<file path="src/rtl/uart_pkg.sv">
// Shared types and constants for the uart transmit scheduler.
package uart_pkg;

    typedef enum logic [1:0] {
        IDLE      = 2'd0,
        ISSUE     = 2'd1,
        WAIT_BUSY = 2'd2,
        WAIT_DONE = 2'd3
    } sched_state_t;

    localparam int CTRL_W            = 5;
    localparam int WAIT_BUSY_TIMEOUT = 4;
    localparam int TMO_W             = 3;

endpackage

</file>
<file path="src/rtl/uart_tx_scheduler_rr_pick.sv">
// Combinational round-robin picker: first set request at or after ptr,
// wrapping modulo NREQ. Produces a one-hot grant, its index and a hit flag.
module rr_pick
    import uart_pkg::*;
#(
    parameter int NREQ  = 4,
    parameter int IDX_W = 2
) (
    input  logic [NREQ-1:0]  req,
    input  logic [IDX_W-1:0] ptr,
    output logic [NREQ-1:0]  onehot,
    output logic [IDX_W-1:0] idx,
    output logic             any
);

    localparam int PW = IDX_W + 1;

    logic [PW-1:0] pos_s;

    // Scan requests starting at ptr and keep the first hit.
    always_comb begin
        onehot = '0;
        idx    = '0;
        any    = 1'b0;
        pos_s  = '0;
        for (int i = 0; i < NREQ; i++) begin
            pos_s = {1'b0, ptr} + PW'(i);
            if (pos_s >= PW'(NREQ)) begin
                pos_s = pos_s - PW'(NREQ);
            end else begin
                pos_s = pos_s;
            end
            if (!any && req[pos_s[IDX_W-1:0]]) begin
                onehot[pos_s[IDX_W-1:0]] = 1'b1;
                idx                      = pos_s[IDX_W-1:0];
                any                      = 1'b1;
            end else begin
                any = any;
            end
        end
    end

endmodule

</file>
<file path="src/rtl/uart_tx_scheduler.sv">
// Shares one uart transmitter among NREQ byte requesters (round robin),
// sequences tx_start against tx_busy, generates baud16_en and only
// applies a new ctrl_word between frames.
module uart_tx_scheduler
    import uart_pkg::*;
#(
    parameter int NREQ  = 4,
    parameter int DIV_W = 12
) (
    input  logic                    clk,
    input  logic                    rst_n,
    input  logic [NREQ-1:0]         req_valid,
    input  logic [8*NREQ-1:0]       req_data,
    output logic [NREQ-1:0]         req_ready,
    input  logic [CTRL_W-1:0]       cfg_ctrl,
    input  logic [DIV_W-1:0]        baud_div,
    output logic [CTRL_W-1:0]       ctrl_word,
    output logic [7:0]              tx_data,
    output logic                    tx_start,
    output logic                    baud16_en,
    input  logic                    tx_busy,
    output logic [$clog2(NREQ)-1:0] grant_id,
    output logic                    sched_busy
);

    localparam int IDX_W = $clog2(NREQ);
    localparam logic [TMO_W-1:0] TMO_LAST = TMO_W'(WAIT_BUSY_TIMEOUT - 1);

    sched_state_t      state_q, state_d;
    logic [DIV_W-1:0]  cnt_q, cnt_d;
    logic [DIV_W-1:0]  div_q, div_d;
    logic              baud_en_q, baud_en_d;
    logic [IDX_W-1:0]  ptr_q, ptr_d;
    logic [IDX_W-1:0]  grant_id_q, grant_id_d;
    logic [TMO_W-1:0]  tmo_q, tmo_d;
    logic [NREQ-1:0]   req_ready_q, req_ready_d;
    logic [7:0]        tx_data_q, tx_data_d;
    logic              tx_start_q, tx_start_d;
    logic              sched_busy_q, sched_busy_d;
    logic [CTRL_W-1:0] ctrl_q, ctrl_d;

    logic [NREQ-1:0]   pick_onehot_s;
    logic [IDX_W-1:0]  pick_idx_s;
    logic              pick_any_s;
    logic [7:0]        pick_byte_s;
    logic              grant_s;

    rr_pick #(
        .NREQ  (NREQ),
        .IDX_W (IDX_W)
    ) u_rr_pick (
        .req    (req_valid),
        .ptr    (ptr_q),
        .onehot (pick_onehot_s),
        .idx    (pick_idx_s),
        .any    (pick_any_s)
    );

    assign grant_s = (state_q == IDLE) && !tx_busy && pick_any_s;

    // Select the winner's byte with an AND-OR mux over the one-hot grant.
    always_comb begin
        pick_byte_s = 8'h00;
        for (int i = 0; i < NREQ; i++) begin
            pick_byte_s = pick_byte_s | (req_data[8*i +: 8] & {8{pick_onehot_s[i]}});
        end
    end

    // Free-running baud16 divider; the divisor is latched at each wrap so a
    // change never truncates or stretches the period in progress.
    always_comb begin
        if (cnt_q == div_q) begin
            baud_en_d = 1'b1;
            cnt_d     = '0;
            div_d     = baud_div;
        end else begin
            baud_en_d = 1'b0;
            cnt_d     = cnt_q + DIV_W'(1);
            div_d     = div_q;
        end
    end

    // Baud divider registers.
    always_ff @(posedge clk) begin
        if (!rst_n) begin
            cnt_q     <= '0;
            div_q     <= baud_div;
            baud_en_q <= 1'b0;
        end else begin
            cnt_q     <= cnt_d;
            div_q     <= div_d;
            baud_en_q <= baud_en_d;
        end
    end

    // Scheduler next-state logic.
    always_comb begin
        case (state_q)
            IDLE: begin
                if (grant_s) begin
                    state_d = ISSUE;
                end else begin
                    state_d = IDLE;
                end
            end
            ISSUE: begin
                state_d = WAIT_BUSY;
            end
            WAIT_BUSY: begin
                if (tx_busy) begin
                    state_d = WAIT_DONE;
                end else if (tmo_q == TMO_LAST) begin
                    state_d = IDLE;
                end else begin
                    state_d = WAIT_BUSY;
                end
            end
            WAIT_DONE: begin
                if (!tx_busy) begin
                    state_d = IDLE;
                end else begin
                    state_d = WAIT_DONE;
                end
            end
            default: begin
                state_d = IDLE;
            end
        endcase
    end

    // Scheduler output and datapath next values.
    always_comb begin
        req_ready_d  = '0;
        tx_start_d   = 1'b0;
        tx_data_d    = tx_data_q;
        grant_id_d   = grant_id_q;
        ptr_d        = ptr_q;
        ctrl_d       = ctrl_q;
        tmo_d        = '0;
        sched_busy_d = (state_d != IDLE);
        case (state_q)
            IDLE: begin
                ctrl_d = cfg_ctrl;
                if (grant_s) begin
                    req_ready_d = pick_onehot_s;
                    tx_data_d   = pick_byte_s;
                    grant_id_d  = pick_idx_s;
                    if (pick_idx_s == IDX_W'(NREQ - 1)) begin
                        ptr_d = '0;
                    end else begin
                        ptr_d = pick_idx_s + IDX_W'(1);
                    end
                end else begin
                    ptr_d = ptr_q;
                end
            end
            ISSUE: begin
                tx_start_d = 1'b1;
            end
            WAIT_BUSY: begin
                tmo_d = tmo_q + TMO_W'(1);
            end
            WAIT_DONE: begin
                tmo_d = '0;
            end
            default: begin
                tmo_d = '0;
            end
        endcase
    end

    // State register; reset abandons any frame in flight.
    always_ff @(posedge clk) begin
        if (!rst_n) begin
            state_q <= IDLE;
        end else begin
            state_q <= state_d;
        end
    end

    // Registered outputs, round-robin pointer and busy timeout counter.
    always_ff @(posedge clk) begin
        if (!rst_n) begin
            req_ready_q  <= '0;
            tx_start_q   <= 1'b0;
            tx_data_q    <= 8'h00;
            grant_id_q   <= '0;
            ptr_q        <= '0;
            ctrl_q       <= cfg_ctrl;
            tmo_q        <= '0;
            sched_busy_q <= 1'b0;
        end else begin
            req_ready_q  <= req_ready_d;
            tx_start_q   <= tx_start_d;
            tx_data_q    <= tx_data_d;
            grant_id_q   <= grant_id_d;
            ptr_q        <= ptr_d;
            ctrl_q       <= ctrl_d;
            tmo_q        <= tmo_d;
            sched_busy_q <= sched_busy_d;
        end
    end

    assign req_ready  = req_ready_q;
    assign tx_start   = tx_start_q;
    assign tx_data    = tx_data_q;
    assign grant_id   = grant_id_q;
    assign ctrl_word  = ctrl_q;
    assign baud16_en  = baud_en_q;
    assign sched_busy = sched_busy_q;

endmodule

</file>
<file path="config.mk">
export PLATFORM = sky130hd
export DESIGN_NAME = uart_tx_scheduler
export DESIGN_NICKNAME = d
export VERILOG_FILES = /design/src/rtl/uart_pkg.sv /design/src/rtl/uart_tx_scheduler_rr_pick.sv /design/src/rtl/uart_tx_scheduler.sv
export SDC_FILE = /design/constraint.sdc
export NUM_CORES = 1
export LEC_CHECK = 0
export ABC_AREA = 0
export BUFFER_PORTS_ARGS = -buffer_cell sky130_fd_sc_hd__buf_2
export CAP_MARGIN = 25
export CORE_AREA = 4 4 80 74
export DETAILED_ROUTE_END_ITERATION = 6
export DIE_AREA = 0 0 84 78
export HOLD_SLACK_MARGIN = 0.05
export PLACE_DENSITY = 0.84
export SLEW_MARGIN = 20
export SYNTH_ARGS = -nofsm -noshare
export SYNTH_HDL_FRONTEND = slang
export SYNTH_HIERARCHICAL = 1
export SYNTH_SLANG_ARGS = --single-unit
</file>
<file path="constraint.sdc">
create_clock -name clk -period 3 [get_ports clk]
set_input_delay 0.15 -clock clk [delete_from_list [all_inputs] [get_ports clk]]
set_output_delay 0.15 -clock clk [all_outputs]
set_load 0.02 [all_outputs]
</file>
==> run_summary.xml <==
<?xml version="1.0" encoding="UTF-8"?>
<metrics>
  <group name="run_status">
    <metric name="outcome" unit="">finished, final reports clean</metric>
  </group>
  <group name="logic_synthesis">
    <metric name="syn-cell-area" unit="µm²">2530</metric>
    <metric name="syn-instance-count" unit="">235</metric>
    <metric name="post_synth.cell_area_avg" unit="µm²">10.77</metric>
    <metric name="postSynth.topFlopCell" unit="">dfxtp_1</metric>
    <metric name="synth_sequential_area_ratio" unit="">0.4866</metric>
    <metric name="synth-warning-count" unit="">6</metric>
    <metric name="synth_cell_type_count" unit="">44</metric>
    <metric name="mappedNetlistNets" unit="">300</metric>
    <metric name="synth_enable_flop_cells" unit="">17</metric>
    <metric name="yosys_register_bits" unit="">53</metric>
    <metric name="asyncSetResetFlopFracSynth" unit="">0</metric>
  </group>
  <group name="critical_path">
    <metric name="setup.worst_path.end_class" unit="">flop</metric>
    <metric name="path_class" unit="">reg -&gt; reg</metric>
    <metric name="signal_arrival_time_at_the_worst_endpoint" unit="ps">2920</metric>
    <metric name="max_fanout_on_critical_path" unit="">15</metric>
    <metric name="worst-endpoint-required" unit="ps">3190</metric>
    <metric name="startpoint" unit="">ptr_q[0]</metric>
    <metric name="critical_path.startpoint_type" unit="">flop</metric>
    <metric name="rr_startpoint" unit="">ptr_q[0]</metric>
  </group>
  <group name="final_layout">
    <metric name="syn_to_final_growth" unit="%">27.79</metric>
    <metric name="post_route_cells_drive_above_1_share" unit="">0.3061</metric>
    <metric name="n_antenna_cell" unit="">0</metric>
    <metric name="finish.utilization" unit="">0.6302</metric>
    <metric name="finish.net_count" unit="">394</metric>
    <metric name="stdcell_count" unit="">397</metric>
  </group>
  <group name="die">
    <metric name="start_util" unit="">0.4932</metric>
    <metric name="core-area" unit="µm²">5130</metric>
    <metric name="die_height" unit="µm">78</metric>
    <metric name="num_io_pins" unit="">78</metric>
    <metric name="die-area" unit="µm²">6552</metric>
    <metric name="placementRows" unit="">25</metric>
    <metric name="die_width" unit="µm">84</metric>
  </group>
  <group name="global_route">
    <metric name="pin_count_of_the_biggest_net_entering_global_routing" unit="">23</metric>
    <metric name="globalRoute.totalOverflow" unit="">0</metric>
    <metric name="wire_length_of_the_first_global_routing_pass" unit="mm">9.756</metric>
    <metric name="grt_util_all_layers" unit="">0.1810</metric>
    <metric name="antenna_found_initial" unit="">0</metric>
    <metric name="first_global_vias" unit="">2114</metric>
  </group>
  <group name="placement">
    <metric name="routabilityCongestion" unit="">0.8078</metric>
    <metric name="dp_hpwl" unit="mm">4.210</metric>
    <metric name="dpl.cell_count" unit="">372</metric>
    <metric name="io_buffer_count" unit="">77</metric>
    <metric name="pre_cts_slack" unit="ps">312.8</metric>
  </group>
  <group name="timing">
    <metric name="timing.max_slew.rel_slack" unit="">0.3346</metric>
    <metric name="timing_hold_violations_final" unit="">0</metric>
    <metric name="final-max-slew-violation-count" unit="">0</metric>
    <metric name="worst_pin_slew" unit="ps">987.7</metric>
    <metric name="finalSetupViolCount" unit="">0</metric>
    <metric name="final.setup.tns" unit="ps">0</metric>
    <metric name="timing.final.crit_share" unit="">0.9094</metric>
    <metric name="clock_skew" unit="ps">5.703</metric>
    <metric name="final.setup.worst_slack" unit="ps">271.9</metric>
    <metric name="unrepaired_setup_endpoints_after_global_routing" unit="">no</metric>
    <metric name="final_period_minus_worst_setup_slack" unit="ps">2728</metric>
    <metric name="fmax" unit="GHz">0.3666</metric>
  </group>
  <group name="routing">
    <metric name="ant_nets" unit="">0</metric>
    <metric name="routed.top_layer" unit="">met4</metric>
    <metric name="drt-wirelength-per-cell" unit="µm">14.27</metric>
    <metric name="detailedRoute.firstPassIterationCount" unit="">4</metric>
    <metric name="drc" unit="">0</metric>
    <metric name="vias_per_cell" unit="">5.443</metric>
    <metric name="vias" unit="">2161</metric>
    <metric name="drt_wl_total" unit="mm">5.665</metric>
    <metric name="dr.first_iter.drc_count" unit="">127</metric>
    <metric name="routedLengthMet1" unit="mm">2.453</metric>
    <metric name="dr_wl_met3" unit="µm">357</metric>
    <metric name="routed-wl-met2" unit="mm">2.782</metric>
  </group>
  <group name="hold_path">
    <metric name="hp-start" unit="">req_data[31]</metric>
    <metric name="hold_path_class" unit="">in -&gt; reg</metric>
  </group>
  <group name="job">
    <metric name="max_cap_viol_count" unit="">0</metric>
  </group>
  <group name="pwr">
    <metric name="power.ir.vdd_worst" unit="mV">0.3723</metric>
    <metric name="static-leakage-power" unit="µW">0.001314</metric>
    <metric name="cell_pwr_density" unit="nW/µm²">702.6</metric>
  </group>
  <group name="clock_network">
    <metric name="cts.sinks" unit="">53</metric>
    <metric name="insertion_delay" unit="ps">300</metric>
    <metric name="buffer_type_at_the_clock_tree_root" unit="">clkbuf_8</metric>
    <metric name="cts-root-to-sink-buffers" unit="">2</metric>
    <metric name="cts.repair_timing.setup_buffer_count" unit="">0</metric>
    <metric name="clock_buffers_created_by_tritoncts" unit="">5</metric>
    <metric name="htree_num_levels" unit="">2</metric>
    <metric name="worst_setup_hold_path_clk_slew" unit="ps">90</metric>
    <metric name="clock_tree_from_tritoncts" unit="">done</metric>
  </group>
</metrics>
==> cells in the final DEF (no fill, tap or decap), types with 5 or more instances in the layout <==
master / n
o21ai_0: 15
edfxtp_1: 17
a221oi_1: 5
ha_1: 9
buf_2: 77
buf_4: 6
xor2_1: 5
nand4_1: 5
nand2_1: 12
clkbuf_8: 5
nor2_1: 20
dlygate4sd3_1: 17
a22oi_1: 16
a21oi_1: 16
dfxtp_1: 36
xnor2_1: 16
inv_1: 8
==> power by group <==
group / switching (µW) / internal (µW)
clock: 216 / 165
combinational: 587 / 423
sequential: 48.1 / 832
total: 851 / 1420
==> final timing paths <==
path | end | slack (ps) | cells after the start
worst max-delay path | tx_data[3] | 270 | 9
worst min-delay path | tx_data[7] | 120 | 3
worst max register to register | tx_data[3] | 270 | 9
worst min register to register | tmo_q[0] | 440 | 1
==> final cells by class <==
type,instances,area [µm²]
inverters,9,33.78
multi-input cells,160,1200
fillers,436,1897
repair buffers,100,600.6
well taps,67,83.83
clock buffers,7,76.32
flip-flops and latches,53,1231
clock inverters,1,7.507
==> metal layers <==
metal  GRT usage  up-vias
met5           0        -
met1      0.2229     1015
met2      0.3076       78
li1            -     1062
met4     0.06431        0
met3     0.04565        6
==> kinds of logic (layout without fill, tap and decap cells) <==
logic type	count (synthesis)	after routing	share of synthesized area
xor+xnor	21	21	0.07270
compound gates	62	62	0.1686
fa+ha+maj	9	9	0.04451
flops	53	53	0.4866
mux	7	7	0.05143
simple gates	61	61	0.1311
buf+inv	22	117	0.04500
==> stage by stage <==
step	cell area (µm²)	hold WS (ps)	power [µW]
after floorplan	2530	248.9	1634
after global placement	2970	326.0	1845
after detailed placement	2970	328.1	1879
after CTS	3224	114.2	2279
after global routing	3233	117.6	2429
final	3233	123.9	2272
==> critical path, stage by stage, from the launching register on <==
cell and delay (ps):
dfxtp_1 360, inv_1 70, ha_1 350, mux4_2 250, buf_4 170, nor3_1 90
nand2b_1 120, or4b_1 770, a221oi_1 330, a21oi_1 110
==> sequential cells by signal, indices dropped and copies added, names as in the netlist <==
signal / cells
req_ready: 4
cnt_q: 12
sched_busy: 1
baud16_en: 1
div_q: 12
grant_id: 2
ptr_q: 2
state_q: 2
ctrl_word: 5
tx_start: 1
tx_data: 8
tmo_q: 3
==> repair_timing <==
item	in CTS	in global routing
gates resized for setup	0	0
hold buffers	17	0
endpoints found under the hold margin	17	0
endpoints found under the setup margin	0	0
==> cells in the mapped netlist, types with 3 or more instances <==
master	count	area, µm²
nor2_1	20	75.07
xnor2_1	16	140.1
inv_1	8	30.03
xor2_1	5	43.79
a21oi_1	16	80.08
nand4_1	5	31.28
ha_1	9	112.6
buf_6	3	33.78
buf_1	4	15.01
nor3_1	3	15.01
a221oi_1	5	43.79
dfxtp_1	36	720.7
o21ai_0	15	75.07
nand3_1	4	20.02
a22oi_1	16	120.1
nand2_1	12	45.04
and3_1	4	25.02
clkbuf_1	3	11.26
edfxtp_1	17	510.5
a221oi_2	3	45.04
No activity file was read; power rests on OpenSTA's default activity.
